<file path="src/rtl/bw_seq_multiplier.sv">
// Sequential Baugh-Wooley-style multiplier: one partial-product row per clock,
// signed or unsigned operands selected per operation by tc.
module bw_seq_multiplier #(
    parameter int WIDTH = 8
) (
    input  logic                 clk,
    input  logic                 rst,
    input  logic                 start,
    input  logic                 tc,
    input  logic [WIDTH-1:0]     a,
    input  logic [WIDTH-1:0]     b,
    output logic [2*WIDTH-1:0]   p,
    output logic                 busy,
    output logic                 done
);
    localparam int CW = $clog2(WIDTH);
    localparam int PW = 2 * WIDTH;

    typedef enum logic {IDLE, RUN} state_t;

    // Handshake: start is sampled only while busy=0; done is a one-cycle pulse
    // that coincides with p being updated, and busy/done are never high together.
    state_t            state_q, state_d;
    logic [WIDTH-1:0]  a_q, a_d;
    logic [WIDTH-1:0]  b_q, b_d;
    logic              tc_q, tc_d;
    logic [PW-1:0]     acc_q, acc_d;
    logic [CW-1:0]     cnt_q, cnt_d;
    logic [PW-1:0]     p_q, p_d;
    logic              done_q, done_d;

    logic [PW-1:0]     row_x;
    logic [PW-1:0]     row_shift;
    logic              last_row;
    logic [PW-1:0]     acc_next;

    assign row_x     = tc_q ? {{WIDTH{a_q[WIDTH-1]}}, a_q} : {{WIDTH{1'b0}}, a_q};
    assign row_shift = row_x << cnt_q;
    assign last_row  = (cnt_q == CW'(WIDTH - 1));

    // The multiplier sign bit carries negative weight in two's-complement mode.
    always_comb begin
        acc_next = acc_q;
        if (b_q[cnt_q]) begin
            if (last_row && tc_q) begin
                acc_next = acc_q - row_shift;
            end else begin
                acc_next = acc_q + row_shift;
            end
        end
    end

    always_comb begin
        state_d = state_q;
        a_d     = a_q;
        b_d     = b_q;
        tc_d    = tc_q;
        acc_d   = acc_q;
        cnt_d   = cnt_q;
        p_d     = p_q;
        done_d  = 1'b0;
        case (state_q)
            IDLE: begin
                if (start) begin
                    state_d = RUN;
                    a_d     = a;
                    b_d     = b;
                    tc_d    = tc;
                    acc_d   = '0;
                    cnt_d   = '0;
                end
            end
            RUN: begin
                acc_d = acc_next;
                cnt_d = cnt_q + CW'(1);
                if (last_row) begin
                    state_d = IDLE;
                    p_d     = acc_next;
                    done_d  = 1'b1;
                end
            end
            default: state_d = IDLE;
        endcase
    end

    always_ff @(posedge clk) begin
        if (rst) begin
            state_q <= IDLE;
            a_q     <= '0;
            b_q     <= '0;
            tc_q    <= 1'b0;
            acc_q   <= '0;
            cnt_q   <= '0;
            p_q     <= '0;
            done_q  <= 1'b0;
        end else begin
            state_q <= state_d;
            a_q     <= a_d;
            b_q     <= b_d;
            tc_q    <= tc_d;
            acc_q   <= acc_d;
            cnt_q   <= cnt_d;
            p_q     <= p_d;
            done_q  <= done_d;
        end
    end

    assign p    = p_q;
    assign busy = (state_q == RUN);
    assign done = done_q;
endmodule

</file>
<file path="config.mk">
export PLATFORM = sky130hd
export DESIGN_NAME = bw_seq_multiplier
export DESIGN_NICKNAME = d
export VERILOG_FILES = /design/src/rtl/bw_seq_multiplier.sv
export SDC_FILE = /design/constraint.sdc
export NUM_CORES = 1
export LEC_CHECK = 0
export ABC_AREA = 1
export BUFFER_PORTS_ARGS = -buffer_cell sky130_fd_sc_hd__buf_2
export CAP_MARGIN = 0
export CORE_MARGIN = 2
export CORE_UTILIZATION = 30
export DETAILED_ROUTE_END_ITERATION = 8
export PLACE_DENSITY = 0.54
export SKIP_CTS_REPAIR_TIMING = 1
export SYNTH_ARGS = -nofsm -noshare
export SYNTH_HDL_FRONTEND = slang
export SYNTH_SLANG_ARGS = --single-unit
</file>
<file path="constraint.sdc">
create_clock -name clk -period 4.1 [get_ports clk]
set_clock_uncertainty 0.15 [all_clocks]
set_input_delay 0.205 -clock clk [delete_from_list [all_inputs] [get_ports clk]]
set_output_delay 0.205 -clock clk [all_outputs]
set_load 0.1 [all_outputs]
</file>
==> Word-level counts from Yosys, hierarchy flattened <==
Cells that the tools add are included.
{ "op_classes": {"n_addsub": 3, "mux": 13, "n_lt_le_gt_ge": 1, "bitwise": 1, "shift": 1, "n_eq_ne": 2, "n_reduce_logical": 4} }
{ "ops": {"columns": ["op", "n"], "rows": [
  ["two-way mux 16 bit", 4],
  ["one-hot mux 16 bit (2 select lines)", 1],
  ["adder 16 bit", 1],
  ["left shift 16 x 3 -> 16 bit", 1],
  ["subtractor 16 bit", 1],
  ["one-hot mux 3 bit (2 select lines)", 1],
  ["less-than comparator 3 x 4 -> 1 bit (second input constant)", 1],
  ["two-way mux 1 bit", 4],
  ["AND reduction 2 bit", 2],
  ["adder 3 x 1 -> 3 bit (second input constant)", 1],
  ["binary-select mux 1 bit (select 3 bit)", 1],
  ["equality test 3 bit (second input constant)", 1],
  ["two-way mux 3 bit", 1],
  ["!= test 2 bit (second input constant)", 1],
  ["one-hot mux 1 bit (2 select lines)", 1],
  ["OR reduction 2 bit", 1],
  ["logical AND 1 bit", 1],
  ["inverter 1 bit", 1]
]} }
{ "totals": {"elab_cells": 33, "input_bits": 20, "regBits": 54, "output_inout_bits": 18} }

==> Depth between registers and ports, before layout <==
{ "logic_depth": {"word_depth": 6, "mapped_depth": 26, "ltp_nobuf": 24} }

==> Worst setup path after synthesis <==
No wires, ideal clock.
{ "synth_timing": {"path_kind": "flip-flop to flip-flop", "start": "reg cnt_q[1]", "end": "reg acc_q[11]", "t_required_ps": 3880, "arrival_ps": 2929, "period_less_slack_ps": 3150, "slack_ps": 950, "path_buffers": 1, "setup_ps": 70, "stages_incl_launch_ff": 20, "path_cell_list": "dfxtp_1 > ha_1 > ha_1 > nand2_1 > clkbuf_1 > nand2_1 > xor2_1 > inv_1 > ha_1 > a21oi_1 > nand2_1 > a21oi_1 > o21ai_1 > a21oi_1 > o21ai_0 > nand2_1 > nand2_1 > o21ai_1 > nand2_1 > a21oi_1"} }
{ "synth_between": {"elab_chain_cells": 5, "elab_cells_between_ends": 10, "cone_classes": "add/sub: 2; eq/ne: 1; shift: 1; mux: 5; reduce/logical: 1"} }
{ "synth_rtl": {"columns": ["element", "line", "text"], "rows": [
  ["start, declared", "28", "logic [CW-1:0] cnt_q, cnt_d;"],
  ["start signal, assigned", "102", "cnt_q <= cnt_d;"],
  ["equality test 3 bit", "39", "assign last_row = (cnt_q == CW'(WIDTH - 1));"],
  ["net last_row", "34", "logic last_row;"],
  ["logical AND 1 bit", "45", "if (last_row && tc_q) begin"],
  ["two-way mux 16 bit", "45", null],
  ["two-way mux 16 bit", "44", "if (b_q[cnt_q]) begin"],
  ["one-hot mux 16 bit (2 select lines)", "62", "case (state_q)"],
  ["end signal, assigned", "92", "acc_q <= '0;"],
  ["end signal, assigned", "101", "acc_q <= acc_d;"],
  ["end, declared", "27", "logic [PW-1:0] acc_q, acc_d;"]
]} }
The timed path passes the listed nets, and every way through them passes these cells. The select of a mux whose other input is x is not followed.
A chain may end at the register's enable or synchronous reset.

==> Worst setup path in the final report <==
{ "layout_timing": {"start": "reg cnt_q[0]", "end": "reg acc_q[11]"} }
{ "layout_between": {"elab_chain_cells": 5, "elab_cells_between_ends": 10, "cone_classes": "add/sub: 2; eq/ne: 1; shift: 1; mux: 5; reduce/logical: 1"} }
{ "layout_rtl": {"columns": ["element", "line", "text"], "rows": [
  ["left shift 16 x 3 -> 16 bit / equality test 3 bit (equally long branches)", "38, 39", null],
  ["adder 16 bit (tied with other cells)", "48", "acc_next = acc_q + row_shift;"],
  ["two-way mux 16 bit", "45", null],
  ["two-way mux 16 bit (*)", "44", null],
  ["one-hot mux 16 bit (2 select lines) (*)", "62", null]
]} }
Mark *: on every way between the ends. The rest lies on a longest branch, timed or not. The select of a mux whose other input is x is not followed.

==> key figures <==
Run status
  • Status: finished, violations left
  • Failing checks: negative hold slack

Place
  • DP HPWL: 7240 um
  • Cell area after placement: 4020 um^2
  • PortBufs: 37
  • Gp weighted congestion: 0.966

Logic synthesis
  • Ys Warns: 0
  • Synth async-reset ratio: 0
  • Seq/Total Area, Yosys: 0.290
  • Post-synth top cells: 137 x nand2_1, 54 x dfxtp_1, 52 x inv_1, 52 x o21ai_0, 50 x nor2_1
  • Avg Inst Size Synth: 6.74 um^2
  • Mapped Area: 3720 um^2
  • Register bit total from synthesis: 54
  • Top-count cell post-synth: nand2_1
  • Yosys cell types: 39
  • Cell accounting for the most synthesized area: dfxtp_1
  • EDFF count, synth: 0
  • Dominant synthesized flop cell: dfxtp_1
  • Synth top area cells: dfxtp_1 29%, nand2_1 14%, o21ai_0 7.0%, ha_1 6.1%, a21oi_1 5.9%
  • Syn_nets: 591
  • Synth top area share: 0.290
  • Mapped Cells: 552

Critical path
  • Most used cell, CP: nand2_1
  • Reg-to-reg startpoint: cnt_q[0]$_SDFFE_PP0P_
  • Critical Path RT: 4.18 ns
  • Reg2Reg Setup Slack: 0.33 ns
  • Critical path arrival: 3.85 ns
  • CP max stage delay: 0.39 ns
  • Worst R2R End: acc_q[11]$_SDFFE_PP0P_
  • Crit end category: flop
  • CP startpoint kind: flop
  • Worst-path cell chain: inv_4 -> nand2_1 -> inv_1 -> nand3_2 -> ha_1 -> inv_1 -> nand2_1 -> xor2_1 -> inv_1 -> ha_1 -> a21oi_1 -> nand2_1 -> a21oi_1 -> o21ai_1 -> a21oi_1 -> o21ai_0 -> nand2_1 -> nand2_1 -> o21ai_1 -> nand2_1 -> a21oi_1
  • R2R depth: 21
  • Critical path type: reg2reg
  • CP max FO: 12
  • Highest-delay cell along the critical path: dfxtp_2

Job
  • Max-Cap Viols: 0

STA
  • WHS: -0.0292 ns
  • Crit path time final: 3.77 ns
  • F_max: 0.265 GHz
  • Final Hold Violating Endpoints: 8
  • Max-Slew Margin vs Limit: 0.357
  • Final Cycle Share: 0.919
  • Pins Over Slew Limit: 0
  • Worst Tran Pin Value: 0.963 ns
  • RSZ-0062 raised after global routing: no
  • Setup tns final: 0 ns
  • Final setup fails: 0

Floorplanning
  • Die Area: 13300 um^2
  • Starting density of the core: 0.309
  • Core ar.: 12100 um^2
  • Io pins: 38
  • Die Wd: 115 um
  • FP Rows: 40
  • Die Y: 115 um

Layout
  • Area delta synth->final: 13.6%
  • Antenna Cells: 0
  • Post-route cell area: 4230 um^2
  • Final core area utilization: 0.351
  • Layout Nets: 621
  • Register area: 1080 um^2
  • Layout cells sized above 1: 0.172
  • Fill count: 1309
  • Area of the multi-input gates: 2310 um^2

Min path
  • Hold Path Stages: 3
  • Hold Path End: b_q[1]$_SDFFE_PP0P_
  • Worst min-delay path startpoint: b[1]
  • HP Class: in2reg

Global route
  • Gr usage total: 0.154
  • Initial antenna violation count: 0
  • Pin count of the biggest net entering global routing: 29
  • Vias in the first global route: 3442
  • First-pass GRT wire length: 16600 um
  • Gr ovfl total: 0

Power
  • Leakage Power: 2.01 nW
  • P per Cell Area: 369 nW/um^2
  • Total power: 1.56 mW
  • Max VDD drop: 0.152 mV

Route
  • Final wirelength: 9510 um
  • Initial DRC count: 201
  • Antenna violation net count after detailed routing: 0
  • Residual DRC: 0
  • DR pass1 iterations: 4
  • Drt wl/cell: 12.7 um
  • Routed vias/inst: 4.75
  • Vias: 3569

Clock network
  • Num CTS Buffers: 5
  • CTS tree: done
  • Reg clk slew, reported paths: 0.08 ns
  • CTS H-tree lvls: 2
  • Clock latency on the worst-skew pair: 0.30 ns
  • Clk root buf: clkbuf_16
  • CTS Buffer Depth: 2
  • CTS sink cnt: 54
==> logic make-up (layout without fill, tap and decap cells) <==
family / Yosys count / after routing / share of synthesized area
compound gates: 111 / 111 / 0.160
xor+xnor: 20 / 20 / 0.0471
fa+ha+maj: 19 / 19 / 0.0659
buf+inv: 77 / 108 / 0.0918
flops: 54 / 54 / 0.290
simple gates: 271 / 271 / 0.345
==> worst max-delay path: cells and delay by family (launching register included) <==
family,cells,cell delay (ns)
buffers and inverters,4,0.42
XOR/XNOR,1,0.17
adder cells (fa/ha/maj),2,0.53
AND/OR/NAND/NOR,7,0.59
flip-flops,1,0.39
AO/OA/AOI/OAI,7,1.45
==> how the worst max path moves through the flow <==
stage / from / endpoint / slack, ns / cells past startpoint
floorplan: cnt_q[1]$_SDFFE_PP0P_ / acc_q[11]$_SDFFE_PP0P_ / 0.95 / 19
global placement: cnt_q[2]$_SDFFE_PP0P_ / acc_q[12]$_SDFFE_PP0P_ / 0.19 / 19
detailed placement: cnt_q[0]$_SDFFE_PP0P_ / acc_q[12]$_SDFFE_PP0P_ / 0.17 / 20
CTS: cnt_q[0]$_SDFFE_PP0P_ / acc_q[12]$_SDFFE_PP0P_ / 0.14 / 20
global route: cnt_q[0]$_SDFFE_PP0P_ / acc_q[11]$_SDFFE_PP0P_ / 0.006 / 21
finish: cnt_q[0]$_SDFFE_PP0P_ / acc_q[11]$_SDFFE_PP0P_ / 0.33 / 21
==> layout by cell type, fill, tap and decap left out, types with 13 or more instances in the layout <==
cell type  synthesis  final
dfxtp_1           54     52
inv_1             52     52
nand3_1           38     38
nand2_1          137    136
buf_2              3     37
o21ai_0           52     52
nand2_2           13     14
ha_1              18     18
a21oi_1           44     43
nor2_1            50     49
nand3_2           13     13
==> power breakdown <==
part / internal, mW / switching [mW]
logic: 0.180 / 0.309
clock network: 0.290 / 0.207
registers: 0.547 / 0.0266
==> metal layers <==
layer	GRT usage	routed length, um	part of all wire	up-vias
met5	0	0	0	-
met4	0.0361	89	0.0094	0
met3	0.0274	416	0.044	8
met2	0.264	4280	0.45	65
met1	0.202	4730	0.50	1640
li1	-	-	-	1856
==> sequential cells by signal, summed over array words and instances (netlist names) <==
name   flops
a_q        8
acc_q     16
b_q        8
busy       1
cnt_q      3
done       1
p         16
tc_q       1
==> layout make-up <==
cell class / count / share of cell area
clock buffers: 5 / 0.0296
clock inverters: 3 / 0.0104
inverters: 56 / 0.0503
multi-input cells: 421 / 0.546
flip-flops and latches: 54 / 0.256
well taps: 168 / 0.0497
repair buffers: 44 / 0.0580
==> through the flow <==
stage                     worst slack, ns  instances
after floorplan                     0.950        552
after global placement              0.189        740
after detailed placement            0.175        740
after CTS                           0.139        748
after global routing              0.00606        751
final                               0.332        751
No activity file was read; power rests on OpenSTA's default activity.
